[config.mk]
export PLATFORM = sky130hd
export DESIGN_NAME = chien_root_scan_flat
export DESIGN_NICKNAME = d
export VERILOG_FILES = /design/src/rtl/chien_root_scan_if.sv /design/src/rtl/chien_root_scan.sv /design/src/flat_wrapper.sv
export SDC_FILE = /design/constraint.sdc
export NUM_CORES = 1
export LEC_CHECK = 0
export ABC_AREA = 1
export BUFFER_PORTS_ARGS = -buffer_cell sky130_fd_sc_hd__buf_2
export CORE_MARGIN = 4
export CORE_UTILIZATION = 58
export CTS_BUF_LIST = sky130_fd_sc_hd__clkbuf_8
export DETAILED_ROUTE_END_ITERATION = 12
export PLACE_DENSITY_LB_ADDON = 0.25
export SETUP_SLACK_MARGIN = 0.15
export SLEW_MARGIN = 20
export SYNTH_ARGS = -nofsm -noshare
export SYNTH_HDL_FRONTEND = slang
export SYNTH_SLANG_ARGS = --single-unit
[constraint.sdc]
create_clock -name CLK -period 4.9 [get_ports CLK]
set_clock_uncertainty 0.2 [all_clocks]
set_input_delay 0.245 -clock CLK [delete_from_list [all_inputs] [get_ports CLK]]
set_output_delay 0.245 -clock CLK [all_outputs]
set_load 0.02 [all_outputs]
[src/rtl/chien_root_scan_if.sv]
// Bundled handshake, Chien-cell and result signals of the RS(15,11) Chien root scanner.
// The scanner uses the slave view; the driving environment uses the master view.
interface chien_root_scan_if #(
  parameter int N = 15,
  parameter int M = 4
);
  logic         START;
  logic [1:0]   LAMBDA_DEG;
  logic [M-1:0] CHIEN_0;
  logic [M-1:0] CHIEN_1;
  logic [M-1:0] CHIEN_2;
  logic         CONTROL;
  logic         BUSY;
  logic         POS_VALID;
  logic [3:0]   POS;
  logic         ERR_LOC;
  logic         DONE;
  logic [N-1:0] ERR_MASK;
  logic [3:0]   ERR_COUNT;
  logic         FAIL;

  modport slave (
    input  START, LAMBDA_DEG, CHIEN_0, CHIEN_1, CHIEN_2,
    output CONTROL, BUSY, POS_VALID, POS, ERR_LOC, DONE, ERR_MASK, ERR_COUNT, FAIL
  );

  modport master (
    output START, LAMBDA_DEG, CHIEN_0, CHIEN_1, CHIEN_2,
    input  CONTROL, BUSY, POS_VALID, POS, ERR_LOC, DONE, ERR_MASK, ERR_COUNT, FAIL
  );
endinterface

[src/rtl/chien_root_scan.sv]
// Chien search sequencer for RS(15,11) over GF(16): steps the evaluation cells through
// alpha^1..alpha^15, flags locator roots and reports mask, count and failure status.
module chien_root_scan #(
  parameter int N = 15,
  parameter int M = 4
) (
  input  logic              CLK,
  input  logic              RESET,
  chien_root_scan_if.slave  bus
);

  typedef enum logic {
    ST_IDLE = 1'b0,
    ST_SCAN = 1'b1
  } state_t;

  localparam logic [N-1:0] MASK_ONE  = {{(N-1){1'b0}}, 1'b1};
  localparam logic [3:0]   STEP_LAST = 4'd15;

  state_t       state_q;
  logic [3:0]   i_q;
  logic [1:0]   deg_q;
  logic         control_q;
  logic         busy_q;
  logic         pos_valid_q;
  logic [3:0]   pos_q;
  logic         err_loc_q;
  logic         done_q;
  logic [N-1:0] mask_q;
  logic [3:0]   count_q;
  logic         fail_q;

  logic [M-1:0] sum_d;
  logic         root_d;
  logic [3:0]   pos_d;
  logic [3:0]   count_d;
  logic [N-1:0] mask_d;
  logic         fail_d;

  // Locator evaluation at alpha^i and the result bookkeeping it would produce
  always_comb begin
    sum_d  = bus.CHIEN_0 ^ bus.CHIEN_1 ^ bus.CHIEN_2;
    root_d = (sum_d == {M{1'b0}});
    // alpha^i is a root for position (15 - i) mod 15; i = 15 wraps to 0
    pos_d  = STEP_LAST - i_q;
    if (root_d && (count_q != 4'd15)) begin
      count_d = count_q + 4'd1;
    end else begin
      count_d = count_q;
    end
    if (root_d) begin
      mask_d = mask_q | (MASK_ONE << pos_d);
    end else begin
      mask_d = mask_q;
    end
    fail_d = (count_d != {2'b00, deg_q});
  end

  // Scan FSM with all outputs registered
  always_ff @(posedge CLK or posedge RESET) begin
    if (RESET) begin
      state_q     <= ST_IDLE;
      i_q         <= 4'd0;
      deg_q       <= 2'd0;
      control_q   <= 1'b1;
      busy_q      <= 1'b0;
      pos_valid_q <= 1'b0;
      pos_q       <= 4'd0;
      err_loc_q   <= 1'b0;
      done_q      <= 1'b0;
      mask_q      <= {N{1'b0}};
      count_q     <= 4'd0;
      fail_q      <= 1'b0;
    end else begin
      pos_valid_q <= 1'b0;
      pos_q       <= 4'd0;
      err_loc_q   <= 1'b0;
      done_q      <= 1'b0;
      case (state_q)
        ST_IDLE: begin
          if (bus.START) begin
            state_q   <= ST_SCAN;
            i_q       <= 4'd1;
            deg_q     <= bus.LAMBDA_DEG;
            mask_q    <= {N{1'b0}};
            count_q   <= 4'd0;
            fail_q    <= 1'b0;
            control_q <= 1'b0;
            busy_q    <= 1'b1;
          end else begin
            control_q <= 1'b1;
            busy_q    <= 1'b0;
          end
        end
        ST_SCAN: begin
          pos_valid_q <= 1'b1;
          pos_q       <= pos_d;
          err_loc_q   <= root_d;
          mask_q      <= mask_d;
          count_q     <= count_d;
          if (i_q == STEP_LAST) begin
            state_q   <= ST_IDLE;
            i_q       <= 4'd0;
            done_q    <= 1'b1;
            fail_q    <= fail_d;
            control_q <= 1'b1;
            busy_q    <= 1'b0;
          end else begin
            i_q       <= i_q + 4'd1;
            control_q <= 1'b0;
            busy_q    <= 1'b1;
          end
        end
        default: begin
          state_q   <= ST_IDLE;
          i_q       <= 4'd0;
          control_q <= 1'b1;
          busy_q    <= 1'b0;
        end
      endcase
    end
  end

  assign bus.CONTROL   = control_q;
  assign bus.BUSY      = busy_q;
  assign bus.POS_VALID = pos_valid_q;
  assign bus.POS       = pos_q;
  assign bus.ERR_LOC   = err_loc_q;
  assign bus.DONE      = done_q;
  assign bus.ERR_MASK  = mask_q;
  assign bus.ERR_COUNT = count_q;
  assign bus.FAIL      = fail_q;

endmodule

[src/flat_wrapper.sv]
// flat-port wrapper written by rule: the top's interface ports become plain ports
module chien_root_scan_flat 
#(
  parameter int N = 15,
  parameter int M = 4
)
  (CLK, RESET, bus_START, bus_LAMBDA_DEG, bus_CHIEN_0, bus_CHIEN_1, bus_CHIEN_2, bus_CONTROL, bus_BUSY, bus_POS_VALID, bus_POS, bus_ERR_LOC, bus_DONE, bus_ERR_MASK, bus_ERR_COUNT, bus_FAIL);
  chien_root_scan_if #(.N(N), .M(M)) bus_i ();
  input  logic CLK;
  input  logic RESET;
  input wire logic [$bits(bus_i.START)-1:0] bus_START;
  input wire logic [$bits(bus_i.LAMBDA_DEG)-1:0] bus_LAMBDA_DEG;
  input wire logic [$bits(bus_i.CHIEN_0)-1:0] bus_CHIEN_0;
  input wire logic [$bits(bus_i.CHIEN_1)-1:0] bus_CHIEN_1;
  input wire logic [$bits(bus_i.CHIEN_2)-1:0] bus_CHIEN_2;
  output wire logic [$bits(bus_i.CONTROL)-1:0] bus_CONTROL;
  output wire logic [$bits(bus_i.BUSY)-1:0] bus_BUSY;
  output wire logic [$bits(bus_i.POS_VALID)-1:0] bus_POS_VALID;
  output wire logic [$bits(bus_i.POS)-1:0] bus_POS;
  output wire logic [$bits(bus_i.ERR_LOC)-1:0] bus_ERR_LOC;
  output wire logic [$bits(bus_i.DONE)-1:0] bus_DONE;
  output wire logic [$bits(bus_i.ERR_MASK)-1:0] bus_ERR_MASK;
  output wire logic [$bits(bus_i.ERR_COUNT)-1:0] bus_ERR_COUNT;
  output wire logic [$bits(bus_i.FAIL)-1:0] bus_FAIL;
  assign bus_i.START = bus_START;
  assign bus_i.LAMBDA_DEG = bus_LAMBDA_DEG;
  assign bus_i.CHIEN_0 = bus_CHIEN_0;
  assign bus_i.CHIEN_1 = bus_CHIEN_1;
  assign bus_i.CHIEN_2 = bus_CHIEN_2;
  assign bus_CONTROL = bus_i.CONTROL;
  assign bus_BUSY = bus_i.BUSY;
  assign bus_POS_VALID = bus_i.POS_VALID;
  assign bus_POS = bus_i.POS;
  assign bus_ERR_LOC = bus_i.ERR_LOC;
  assign bus_DONE = bus_i.DONE;
  assign bus_ERR_MASK = bus_i.ERR_MASK;
  assign bus_ERR_COUNT = bus_i.ERR_COUNT;
  assign bus_FAIL = bus_i.FAIL;
  chien_root_scan #(.N(N), .M(M)) u_core (.CLK(CLK), .RESET(RESET), .bus(bus_i));
endmodule
==> flow_summary_export.csv, run 1 <==
group,metric,value,unit
status,status,"complete, no violations",
timing,hold_viol,0,
worst_setup_path,critPathRequiredTime,4.88,ns
yosys,syn_inst,219,
yosys,synth-seq-area-share,50.0,%
die,io_pins,46,
finish,area.growth.synth_to_final,22.0,%
power,powerDensity,547,mW/mm2
power,power_leakage,1.23,nW
detailed_routing,drt_wl_total,3.55,mm
finish,nets,298,
power,peakVddDrop,0.325,mV
timing,hold_slack,0.0558,ns
clock_network,cts_tree,"built",
die,core_area,0.00283,mm2
die,start_util,62.0,%
global_route,grt_pass1_vias,1480,
finish,n_antenna_cell,0,
yosys,synth_fa_ha_area_share,5.00,%
worst_setup_path,crit_arrival,2.26,ns
clock_network,path_clk_slew,0.07,ns
worst_setup_path,critPathKind,"reg2reg",
timing,worst-slew-pin-transition,0.850,ns
global_route,antenna_found_initial,0,
timing,fin_crit_sh,46.5,%
die,die_y,63.0,um
worst_setup_path,worst-path-max-fanout,13,
placement,hpwl,2.63,mm
power,power,1.17,mW
yosys,synth_top_area_share,48.5,%
clock_network,cts-root-buf,"clkbuf_8",
clock_network,cts_buffers,5,
yosys,synth_compound_area_share,9.35,%
worst_setup_path,worstSetupEndpointType,"flip-flop",
run,cap_violations,0,
detailed_routing,wl_per_cell,11.6,um
finish,drive_gt1_share,21.9,%
clock_network,htreeDepth,2,
yosys,synthSimpleGateAreaFrac,25.1,%
clock_network,cts_buffer_depth,2,
yosys,yosys.area.top_type,"dfrtp_1",
yosys,synth_warnings,0,
detailed_routing,drcViolationCount,0,
clock_network,cts_resized,0,
die,die_w,63.0,um
timing,fmax,439,MHz
yosys,synth.area.top_cells,"dfrtp_1, nand2_1, inv_1",
detailed_routing,vias,1535,
die,rows,19,
placement,gp_congestion,0.804,
finish,final_util,75.6,%
global_route,grt_usage,20.2,%
timing,setup_viol,0,
yosys,synthMuxAreaShare,0,%
placement,numPlacedInstances,295,
yosys,ys_ff_latch,35,
clock_network,cts_sinks,35,
yosys,synth_xor_area_share,1.50,%
timing,maxSlewHeadroom,43.1,%
detailed_routing,drt-pass1-iter-count,5,
detailed_routing,drtAntennaViolNets,0,
timing,drv_slew,0,
yosys,netlist_area,0.00175,mm2
timing,rsz0062_at_grt,"no",
yosys,syn_area_per_cell,8.00,um2
clock_network,insertion_delay,0.28,ns
global_route,grt_pass1_wl,6.43,mm
global_route,grt_start_max_net_pins,36,
yosys,synth_top_family_by_area,"simple AND/OR/NAND/NOR gates",
detailed_routing,drt_iter0_drc,62,
detailed_routing,vias_per_cell,5.03,
worst_hold_path,hold_class,"in2reg",
worst_setup_path,cp-start-kind,"flip-flop",
timing,layout_min_cycle_time,2.28,ns
yosys,syn_nets,243,
placement,portBuffers,45,
finish,fin_cells,305,
die,dieArea,0.00397,mm2
yosys,yosysUniqueCellTypes,21,
timing,timing.setup.tns,0,ns
global_route,grt_remaining_overflow,0,
==> stage by stage <==
step                      cell area (um2)  setup slack [ns]
after CTS                            2140              2.60
after global placement               2020              2.68
final                                2140              2.62
after detailed placement             2020              2.61
after global routing                 2140              2.36
after floorplan                      1750              3.18
==> metal layers <==
metal / routed length (um) / track usage [%] / up-vias
met3: 265 / 6.47 / 3
met5: 0 / 0 / -
met2: 1610 / 32.5 / 49
met4: 36 / 4.96 / 0
li1: - / - / 792
met1: 1640 / 26.5 / 691
==> cell families after synthesis <==
group | Yosys count
simple gates | 101
compound gates | 31
xor+xnor | 3
buf+inv | 42
flops | 35
fa+ha+maj | 7
==> report_power, final <==
group          switching, mW  internal [mW]  total, mW
sequential            0.0742          0.394      0.468
clock                 0.0960          0.110      0.206
combinational          0.326          0.170      0.497
total                  0.496          0.674       1.17
==> final timing paths <==
kind                                      startpoint                                  end  slack (ns)  cells after the start
hold reg to reg            u_core.i_q[1]$_DFFE_PP0P_          u_core.bus.POS[1]$_DFF_PP0_        0.31                      1
max in group asynchronous                      RESET         u_core.bus.CONTROL$_DFF_PP1_        3.78                      4
hold / removal                             bus_START  u_core.bus.ERR_COUNT[2]$_DFFE_PP0P_        0.06                      4
setup reg to reg            u_core.state_q$_DFF_PP0_          u_core.bus.FAIL$_DFFE_PP0P_        2.62                      4
setup / recovery            u_core.state_q$_DFF_PP0_          u_core.bus.FAIL$_DFFE_PP0P_        2.62                      4
min in group asynchronous                      RESET          u_core.bus.POS[2]$_DFF_PP0_        0.39                      4
==> worst max-delay path, stage by stage (launching register included) <==
cell and delay, ns:
dfrtp_1 0.49, nor2_1 0.71, clkinv_1 0.48, a21oi_1 0.24, nor2_1 0.06
==> cells in the final DEF (no fill, tap or decap), drive strengths merged <==
cell type / instances
dfrtp: 34
nand4: 1
nand3b: 2
clkinv: 3
nor3: 1
nor2: 12
o211ai: 1
o21ai: 3
xor2: 3
dfstp: 1
buf: 46
dlygate4sd3: 3
clkbuf: 6
ha: 7
inv: 39
o22ai: 5
nand2: 67
a21oi: 22
nand3: 18
==> sequential cells by signal (all words and copies together), names as in the netlist <==
name                  flops
u_core.bus.CONTROL        1
u_core.bus.DONE           1
u_core.bus.ERR_COUNT      4
u_core.bus.ERR_LOC        1
u_core.bus.ERR_MASK      15
u_core.bus.FAIL           1
u_core.bus.POS            4
u_core.bus.POS_VALID      1
u_core.deg_q              2
u_core.i_q                4
u_core.state_q            1
==> layout make-up <==
cell class	instances	area [um2]
tap	31	38.8
sequential	35	877
inverter	41	154
multi-input combinational	142	718
fill	215	691
clock buffer	6	82.6
timing repair buffer	49	263
clock inverter	1	5.00
==> synthesized netlist by cell type <==
| cell type | count |
|---|---|
| nor2_1 | 10 |
| dfrtp_1 | 34 |
| inv_1 | 38 |
| o21ai_0 | 3 |
| nand3_1 | 18 |
| clkinv_1 | 2 |
| nand3b_1 | 2 |
| nand4_1 | 1 |
| nand2_1 | 64 |
| a21oi_1 | 22 |
| xor2_1 | 3 |
| nand2_4 | 1 |
| nor2_4 | 2 |
| o211ai_1 | 1 |
| dfstp_2 | 1 |
| clkbuf_1 | 1 |
| ha_1 | 7 |
| nand2_2 | 2 |
| o22ai_1 | 5 |
| inv_2 | 1 |
| nor3_1 | 1 |
==> what timing repair did <==
item / CTS / global route
hold buffers: 3 / 0
buffers inserted: 0 / 0
endpoints found under the hold margin: 36 / 0
Note: power is estimated with default switching activity, not from simulation.
==> run 2: changes to the inputs <==
--- a/config.mk
+++ b/config.mk
@@ -5,10 +5,10 @@
 export SDC_FILE = /design/constraint.sdc
 export NUM_CORES = 1
 export LEC_CHECK = 0
-export ABC_AREA = 1
+export ABC_AREA = 0
 export BUFFER_PORTS_ARGS = -buffer_cell sky130_fd_sc_hd__buf_2
 export CORE_MARGIN = 4
-export CORE_UTILIZATION = 58
+export CORE_UTILIZATION = 54
 export CTS_BUF_LIST = sky130_fd_sc_hd__clkbuf_8
 export DETAILED_ROUTE_END_ITERATION = 12
 export PLACE_DENSITY_LB_ADDON = 0.25
==> constraint.sdc (replaced) <==
create_clock -name CLK -period 2.2 [get_ports CLK]
set_clock_uncertainty 0.2 [all_clocks]
set_input_delay 0.11 -clock CLK [delete_from_list [all_inputs] [get_ports CLK]]
set_output_delay 0.11 -clock CLK [all_outputs]
set_load 0.02 [all_outputs]
==> flow_summary_export.csv, run 2 <==
group,metric,value,unit
worst_setup_path,worst-path-max-fanout,6,
yosys,synth_top_area_share,50.9,%
finish,drive_gt1_share,36.6,%
timing,maxSlewHeadroom,68.1,%
yosys,synth.area.top_cells,"dfrtp_1, ha_1, nor2_1",
power,powerDensity,1400,mW/mm2
placement,numPlacedInstances,221,
clock_network,cts_resized,0,
finish,area.growth.synth_to_final,25.3,%
detailed_routing,wl_per_cell,16.2,um
power,peakVddDrop,0.853,mV
finish,largest_register_ffs,15,
global_route,grt_remaining_overflow,0,
finish,final_util,73.4,%
die,start_util,58.6,%
die,rows,19,
placement,place_area,0.00194,mm2
die,dieArea,0.00405,mm2
yosys,ys_ff_latch,35,
yosys,synth_edf_count,0,
placement,hpwl,2.71,mm
worst_setup_path,cp-start-kind,"flip-flop",
finish,final_common_cell,"buf_2",
finish,fin_cells,233,
timing,hold_viol,0,
yosys,ys_async_sr_fraction,100,%
die,die_y,63.6,um
die,core_area,0.00285,mm2
detailed_routing,drtAntennaViolNets,0,
worst_setup_path,critPathRequiredTime,2.15,ns
clock_network,htreeDepth,2,
die,io_pins,46,
timing,timing.setup.tns,0,ns
clock_network,ctsHoldBuffers,4,
global_route,grt_pass1_vias,1424,
timing,setup_viol,0,
yosys,yosysUniqueCellTypes,40,
run,cap_violations,0,
yosys,yosys.area.top_type,"dfrtp_1",
global_route,grt_pass1_wl,6.40,mm
clock_network,cts_tree,"built",
worst_setup_path,crit_arrival,1.70,ns
global_route,grt_start_max_net_pins,36,
placement,portBuffers,45,
timing,drv_slew,0,
clock_network,post_cts_buffers,0,
clock_network,path_clk_slew,0.07,ns
yosys,synth_flop_cell,"dfrtp_1",
yosys,netlist_area,0.00167,mm2
clock_network,insertion_delay,0.28,ns
timing,rsz0062_at_grt,"no",
timing,hold_slack,0.211,ns
finish,mostFrequentLayoutCells,"buf_2, dfrtp_1, nor2_1, a21oi_1",
clock_network,cts_buffer_depth,2,
die,die_w,63.6,um
worst_setup_path,critPathKind,"reg2reg",
worst_hold_path,hold_class,"in2reg",
yosys,syn_nets,170,
yosys,synth_warnings,0,
finish,final_cell_area,0.00209,mm2
worst_setup_path,worstSetupEndpointType,"flip-flop",
detailed_routing,drt_iter0_drc,89,
yosys,yosys-top-cells-count,"dfrtp_1, nor2_1, a21oi_1",
placement,gp_congestion,0.830,
timing,layout_min_cycle_time,1.74,ns
status,status,"complete, no violations",
power,power_leakage,1.11,nW
detailed_routing,vias,1333,
finish,n_antenna_cell,0,
clock_network,cts_buffers,5,
global_route,antenna_found_initial,0,
clock_network,cts_sinks,35,
yosys,syn_inst,146,
timing,worst-slew-pin-transition,0.475,ns
detailed_routing,vias_per_cell,5.72,
yosys,yosysMostFrequentCell,"dfrtp_1",
detailed_routing,drcViolationCount,0,
detailed_routing,drt-pass1-iter-count,4,
timing,fmax,573,MHz
yosys,syn_area_per_cell,11.4,um2
finish,nets,225,
yosys,synth-seq-area-share,52.5,%
clock_network,cts-root-buf,"clkbuf_8",
timing,fin_crit_sh,79.3,%
global_route,grt_usage,20.1,%
detailed_routing,drt_wl_total,3.77,mm
-- run 2: cell count changes in the layout (fill, tap and decap cells not counted), moves of 5 or more --
cell     delta
nand3_1    -17
a21oi_1    -13
o22ai_1     -5
nor2_1     +13
a31oi_1     +7
inv_1      -31
nand2_1    -57
-- run 2: final cells by class --
type / count / area [um2]
clock buffer: 6 / 82.6
clock inverter: 2 / 35.0
fill: 198 / 758
inverter: 8 / 30.0
multi-input combinational: 98 / 736
sequential: 35 / 877
tap: 31 / 38.8
timing repair buffer: 53 / 295
-- run 2: final timing paths --
check | startpoint | endpoint | slack, ns | cells past startpoint
min reg2reg | u_core.bus.ERR_MASK[13]$_DFFE_PP0P_ | u_core.bus.ERR_MASK[13]$_DFFE_PP0P_ | 0.30 | 2
min in group asynchronous | RESET | u_core.bus.POS[0]$_DFF_PP0_ | 0.27 | 4
min | bus_CHIEN_0[0] | u_core.bus.ERR_LOC$_DFF_PP0_ | 0.21 | 4
max | u_core.bus.ERR_COUNT[0]$_DFFE_PP0P_ | u_core.bus.FAIL$_DFFE_PP0P_ | 0.46 | 5
max in group asynchronous | RESET | u_core.bus.CONTROL$_DFF_PP1_ | 1.20 | 4
max reg2reg | u_core.bus.ERR_COUNT[0]$_DFFE_PP0P_ | u_core.bus.FAIL$_DFFE_PP0P_ | 0.46 | 5
-- run 2: routing by layer --
metal | GRT usage (%) | routed length (um)
met1 | 23.4 | 1540
met2 | 34.9 | 1970
met3 | 4.62 | 193
met4 | 9.16 | 63
met5 | 0 | 0
-- run 2: logic make-up after synthesis --
| kind of cell | after synthesis | share of synthesized area [%] |
|---|---|---|
| buffers and inverters | 13 | 3.52 |
| flip-flops | 35 | 52.5 |
| AND/OR/NAND/NOR | 51 | 17.8 |
| adder cells (fa/ha/maj) | 7 | 5.24 |
| XOR/XNOR | 6 | 6.66 |
| multiplexers | 4 | 2.62 |
| AO/OA/AOI/OAI | 30 | 11.7 |
-- run 2: report_power, final --
group | internal, mW | leakage (nW) | switching, mW | total, mW
combinational | 0.478 | 0.614 | 0.733 | 1.21
clock | 0.367 | 0.0612 | 0.230 | 0.596
sequential | 0.900 | 0.440 | 0.227 | 1.13
total | 1.74 | 1.11 | 1.19 | 2.93
-- run 2: per-stage QoR --
step / power (mW) / worst slack, ns
3_3_place_gp: 2.29 / 0.499
2_1_floorplan: 1.93 / 0.477
5_1_grt: 3.13 / 0.271
6_report: 2.93 / 0.456
3_5_place_dp: 2.34 / 0.470
4_1_cts: 2.94 / 0.453
-- run 2: critical path: stages, from the launching register on --
cell and delay [ns]:
dfrtp_1 0.44, ha_1 0.26, nand3_1 0.15, and2_2 0.24, a211oi_1 0.21, a32oi_1 0.12
